### src/rtl/seg_scan.sv
// Time-multiplexed 4-digit common-anode seven-segment scanner with per-slot anti-ghosting blank.
// Optional leading-zero blanking: define SEG_SCAN_LEADING_ZERO_BLANK_EN.
module seg_scan #(
    parameter int CLK_DIV = 50000,
    parameter int DEAD    = 4
) (
    input  logic       clk,
    input  logic       rst,
    input  logic       en,
    input  logic [3:0] digit,
    input  logic [3:0] dp_mask,
    output logic [1:0] index,
    output logic [3:0] an,
    output logic [6:0] seg,
    output logic       dp,
    output logic       frame_done
);

    localparam int unsigned CW = $clog2(CLK_DIV);
    localparam logic [CW-1:0] CNT_LAST = CW'(CLK_DIV - 1);
    localparam logic [CW-1:0] LOAD_AT  = CW'(DEAD - 1);
    localparam logic [CW-1:0] SHOW_AT  = CW'(DEAD);

    typedef enum logic {S_DEAD, S_SHOW} state_t;

    state_t        state, state_nx;
    logic [CW-1:0] cnt, cnt_nx;
    logic [1:0]    index_nx;
    logic [3:0]    an_nx;
    logic [6:0]    seg_nx;
    logic          load, wrap;

    function automatic logic [6:0] decode(input logic [3:0] d);
        case (d)
            4'd0:    decode = 7'h40;
            4'd1:    decode = 7'h79;
            4'd2:    decode = 7'h24;
            4'd3:    decode = 7'h30;
            4'd4:    decode = 7'h19;
            4'd5:    decode = 7'h12;
            4'd6:    decode = 7'h02;
            4'd7:    decode = 7'h78;
            4'd8:    decode = 7'h00;
            4'd9:    decode = 7'h10;
            default: decode = 7'h3F;
        endcase
    endfunction

    // Anode pattern is computed from the next count/index so the registered
    // output lines up with the cycle in which cnt holds that value.
    always_comb begin
        cnt_nx   = '0;
        index_nx = index;
        state_nx = S_DEAD;
        an_nx    = '1;
        wrap     = 1'b0;
        load     = 1'b0;
        if (en) begin
            load = (state == S_DEAD) && (cnt == LOAD_AT);
            if (cnt == CNT_LAST) begin
                wrap     = 1'b1;
                index_nx = index + 2'd1;
            end else begin
                cnt_nx = cnt + CW'(1);
            end
            if (cnt_nx >= SHOW_AT)
                state_nx = S_SHOW;
        end
        if (state_nx == S_SHOW)
            an_nx = ~(4'b1000 >> index_nx);
    end

`ifdef SEG_SCAN_LEADING_ZERO_BLANK_EN
    logic nz, nz_cur, nz_nx;

    // The thousands load starts a new number, so the flag is ignored there.
    always_comb begin
        nz_cur = (index == 2'd0) ? 1'b0 : nz;
        nz_nx  = nz_cur | (digit != 4'd0);
        seg_nx = decode(digit);
        if (!nz_cur && digit == 4'd0 && index != 2'd3)
            seg_nx = '1;
    end

    always_ff @(posedge clk) begin
        if (rst)
            nz <= 1'b0;
        else if (load)
            nz <= nz_nx;
    end
`else
    always_comb begin
        seg_nx = decode(digit);
    end
`endif

    always_ff @(posedge clk) begin
        if (rst) begin
            state      <= S_DEAD;
            cnt        <= '0;
            index      <= '0;
            an         <= '1;
            seg        <= '1;
            dp         <= 1'b1;
            frame_done <= 1'b0;
        end else begin
            state      <= state_nx;
            cnt        <= cnt_nx;
            index      <= index_nx;
            an         <= an_nx;
            frame_done <= wrap && (index == 2'd3);
            if (load) begin
                seg <= seg_nx;
                dp  <= ~dp_mask[index];
            end
        end
    end

endmodule

### config.mk
export PLATFORM = sky130hd
export DESIGN_NAME = seg_scan
export DESIGN_NICKNAME = d
export VERILOG_FILES = /design/src/rtl/seg_scan.sv
export SDC_FILE = /design/constraint.sdc
export NUM_CORES = 1
export LEC_CHECK = 0
export ABC_AREA = 0
export BUFFER_PORTS_ARGS = -buffer_cell sky130_fd_sc_hd__buf_4
export CAP_MARGIN = 20
export CORE_MARGIN = 2
export CORE_UTILIZATION = 50
export CTS_BUF_LIST = sky130_fd_sc_hd__clkbuf_16
export DETAILED_ROUTE_END_ITERATION = 8
export PLACE_DENSITY = 0.71
export SLEW_MARGIN = 10
export SYNTH_ARGS = -nofsm -noshare
export SYNTH_HDL_FRONTEND = slang
export SYNTH_SLANG_ARGS = --single-unit
### constraint.sdc
create_clock -name clk -period 2.7 [get_ports clk]
set_clock_uncertainty 0.05 [all_clocks]
set_input_delay 0.135 -clock clk [delete_from_list [all_inputs] [get_ports clk]]
set_output_delay 0.135 -clock clk [all_outputs]
set_load 0.005 [all_outputs]
* After elaboration in Yosys (flattened, before gate mapping)
Memories as Yosys holds them, arrays and structs flattened. A register that Yosys moved wholly into a read port is not among the register bits.
Index checks and enable logic that the tools add are counted.
** Storage, ports and cells
- Register bits :: 25
- Memory bits (read-only) :: 112
- Input port bits :: 11
- Output and inout port bits :: 15
- Word-level logic and storage cells :: 35
- Memories kept :: 1
** Operators by class
- $add $sub $neg :: 2
- Magnitude comparators :: 2
- Eq/ne operators :: 3
- Shifts and indexed selects :: 1
- Multiplexer cells :: 11
- Bitwise logic cells :: 5
- Reductions and logical operators :: 4
** Memories
- (no name shown) :: depth 16, bits a word 7, read ports 1, clocked after memory_dff 1, wr ports 0, RTL line 34 : case (d)
** Operator list (number)
- $mux 16 :: 2
- $add 16x1->16 const B :: 1
- $eq 16x16->1 const B :: 1
- $eq 16x2->1 const B :: 1
- $ge 16x3->1 const B :: 1
- $mux 1 :: 6
- $mux 2 :: 2
- $not 1->1 :: 4
- $not 4->4 :: 1
- $reduce_or 2->1 :: 2
- $shr 4x2->4 const A :: 1
- $lt 2x3->1 const B :: 1
- $add 2x1->2 const B :: 1
- $bmux 1 s2 :: 1
- $eq 2x2->1 const B :: 1
- $logic_and 1x1->1 :: 2

* Depth between registers and ports, before layout
- Word-level depth :: 8
- Gate-level depth with buffers :: 8
- Depth with buffers taken out :: 6

* Least setup slack after synthesis
Ideal clock, no wire load.
- Kind :: reg-to-reg
- Start :: reg cnt[0]
- End :: reg state
- Library setup time :: 0.122 ns
- Arrival :: 2.094 ns
- Required time :: 2.528 ns
- Slack :: 0.434 ns
- Cell stages (with the launch flop) :: 8
- Buffers on the path :: 1
- Period minus slack after synthesis :: 2.266 ns
- Cells stage by stage :: dfxtp_1 > ha_1 > buf_2 > nand4_4 > or4_4 > nor4b_4 > nor2_1 > a311o_1
** Between the ends
- Cells in the longest elaborated chain, start to end :: 6
- Elaborated cells between the ends (all ways) :: 7
- Those cells by class :: add/sub: 1; order compare: 1; eq/ne: 1; mux: 4
** Ends and longest elaborated chain
- start: declaration :: RTL line 27 : logic [CW-1:0] cnt, cnt_nx;
- start signal: assignment :: RTL line 108 : cnt <= cnt_nx;
- $add 16x1->16 or $eq 16x16->1 (tied branches) :: RTL line 64, 60
- $mux 16 (*) :: RTL line 60 : if (cnt == CNT_LAST) begin
- $mux 16 (*) :: RTL line 58 : if (en) begin
- $ge 16x3->1 (*) :: RTL line 66 : if (cnt_nx >= SHOW_AT)
- $mux 1 (*) :: RTL line 66
- $mux 1 (*) :: RTL line 58
- end signal: assignment :: RTL line 107 : state <= state_nx;
- end: declaration :: RTL line 26 : state_t state, state_nx;
Every way passes the cells marked *; elsewhere a longest branch is shown, timed or not. The select of a mux whose other input is x is not followed.
A chain may end at the register's enable or synchronous reset.

* Final worst setup path
Ends and elaborated chain as after synthesis.

==> flow_summary_export.csv <==
group,metric,value,unit
setup_path,r2r_slack,0.19,ns
global_route,grt_usage,20.4,%
yosys,syn_area,0.00200,mm²
cts,htreeDepth,2,
floorplan,initial_utilization,53.3,%
cts,clkSinkCount,32,
sta,tightest_slew,1.00,ns
pwr,p_leak,0.874,nW
global_route,overflow,0,
outcome,status,"completed",
floorplan,num_rows,22,
sta,period_minus_slack,2.51,ns
yosys,ys_async_sr_fraction,0,%
yosys,synth_area_leaders,"dfxtp_1 (32%), nor2_1 (6.4%), ha_1 (4.4%)",
floorplan,ios,26,
floorplan,core-area,0.00374,mm²
cells_and_area,drive_above_1_share,19.3,%
run,maxCapViolCount,0,
sta,holdWs,0.0783,ns
setup_path,rr_worst_depth,6,
drt,viasPerCell,5.70,
setup_path,crit_path_start_kind,"flop",
place,port_buffers,25,
place,routabilityCongestion,0.882,
setup_path,slowest_delay,0.56,ns
cts,cts_tree,"done",
drt,drt_first_pass_iters,4,
setup_path,crit_start,"cnt[0]$_SDFF_PP0_",
yosys,ys_seq_area_share,32.1,%
cts,postCtsSetupRepairBufs,0,
drt,route.detailed.drc,0,
yosys,synth-seq-cells,32,
drt,num_vias,1722,
drt,drtIter0Drc,77,
sta,hold_viol_final,0,
yosys,syn-instance-count,233,
setup_path,r2r_start,"cnt[0]$_SDFF_PP0_",
sta,slew_headroom,32.3,%
setup_path,arrival,2.62,ns
setup_path,r2r-end,"state$_SDFF_PP0_",
cts,cts_buffer_depth,2,
setup_path,cp.required,2.81,ns
yosys,yosys-top-cells-count,"nor2_1 (34), dfxtp_1 (32), nand2_1 (13)",
yosys,syn_nets,251,
sta,setup_violations,0,
place,placed_area,0.00218,mm²
sta,rsz0062_at_grt,"no",
global_route,antenna_found_initial,0,
yosys,synth_cell_type_count,46,
hold_path,worstHoldPathType,"primary input to flop",
cells_and_area,stdcell_area,0.00232,mm²
yosys,syn-mean-instance-area,8.57,µm²
sta,setup_ws,0.187,ns
cells_and_area,nets,271,
cts,hold_buffers,0,
setup_path,cp-endpoint,"state$_SDFF_PP0_",
yosys,yosysMostFrequentCell,"nor2_1",
setup_path,critPathSlowestCell,"or4_1",
yosys,synth_enable_flop_cells,0,
drt,wl_per_cell,13.4,µm
pwr,power_density,450,mW/mm²
yosys,ys.flop_type,"dfxtp_1",
cts,cts_buffers,5,
yosys,ys.warnings.count,0,
cells_and_area,final_core_util,62.1,%
floorplan,die_w,67.2,µm
drt,ant_nets,0,
sta,max_freq,398,MHz
yosys,yosys.area.top_type,"dfxtp_1",
cts,clkLatencyLatePin,0.27,ns
setup_path,crit_type,"flop to flop",
floorplan,die_h,67.2,µm
yosys,yosysTopAreaCellShare,32.1,%
drt,drt_wl_total,4.04,mm
global_route,grt_pass1_wl,7.04,mm
cts,cts_resized,0,
global_route,grt_pass1_vias,1590,
place,dp_hpwl,2.95,mm
sta,tns,0,ns
pwr,total_power,1.04,mW
setup_path,crit_chain,"ha_1 -> nand3_1 -> or4_1 -> o311ai_1 -> o2111ai_2 -> a311o_1",
setup_path,end_kind,"flop",
cts,clk_pin_slew,0.05,ns
cells_and_area,syn_to_final_growth,16.4,%
cells_and_area,diodes,0,
place,dp.cells,294,
cts,cts_root_buf,"clkbuf_16",
setup_path,crit_path_max_fanout,7,
place,dp_slack,0.214,ns
floorplan,die_area,0.00452,mm²
pwr,ir_drop,0.294,mV
global_route,grt_max_degree,17,
sta,slew_viol_final,0,
sta,period_share,93.1,%
cells_and_area,stdcell_count,302,
[worst min-delay path by stage]
stage | from | to | slack (ns) | cells after the start
after CTS | rst | index[0]$_SDFF_PP0_ | 0.08 | 2
after global placement | rst | index[0]$_SDFF_PP0_ | 0.37 | 2
after detailed placement | rst | index[0]$_SDFF_PP0_ | 0.37 | 2
final | rst | index[0]$_SDFF_PP0_ | 0.08 | 2
after global routing | rst | index[0]$_SDFF_PP0_ | 0.09 | 2
after floorplan | rst | frame_done$_SDFF_PP0_ | 0.29 | 3
[state kept, by name, summed over array words and instances (netlist names)]
register	count
dp	1
state	1
index	2
cnt	16
an	4
frame_done	1
seg	7
[cells by family (layout without fill, tap and decap cells)]
logic type / Yosys count / in the layout / share of synthesized area [%]
simple gates: 109 / 109 / 32.6
compound gates: 41 / 41 / 14.7
flops: 32 / 32 / 32.1
buf+inv: 23 / 44 / 5.70
xor+xnor: 13 / 13 / 5.70
mux: 8 / 8 / 4.82
fa+ha+maj: 7 / 7 / 4.39
[report_power, final]
group,internal [mW],total (mW),switching (mW)
Sequential,0.476,0.478,0.00264
Combinational,0.0254,0.0554,0.0301
Clock,0.330,0.511,0.181
Total,0.831,1.04,0.214
[placed cells by master, fill, tap and decap left out, types with 3 or more instances in the layout]
cell type	n
nor2_1	34
dfxtp_1	32
buf_4	28
nand2_1	13
inv_1	10
nor3_1	10
xnor2_1	10
nor2b_1	9
a21oi_1	8
a211oi_1	8
o21ai_0	7
ha_1	7
nand2b_1	5
a211o_1	5
clkbuf_16	5
nor4_1	4
and4_1	4
nand3_1	4
or4_1	4
nand4_1	3
xor2_1	3
mux2_2	3
o21bai_1	3
mux2i_1	3
[cell type report]
cell class,instances,area (µm²)
timing repair buffer,28,210
inverter,8,30.0
fill,330,1420
multi-input combinational,178,1250
clock buffer,5,125
tap,48,60.1
sequential,32,641
clock inverter,3,11.3
[layer usage]
metal | global-route usage, % | vias up | routed length (µm)
met5 | 0 | - | 0
met4 | 7.91 | 0 | 55
met3 | 5.67 | 5 | 162
met2 | 32.3 | 34 | 1840
met1 | 26.3 | 811 | 1990
li1 | - | 872 | -
[critical path, delay by kind of cell (launching register included)]
kind            cells  cell delay, ns
compound gates      3            0.81
fa+ha+maj           1            0.37
flops               1            0.42
simple gates        2            0.77
Note: power is estimated with default switching activity, not from simulation.
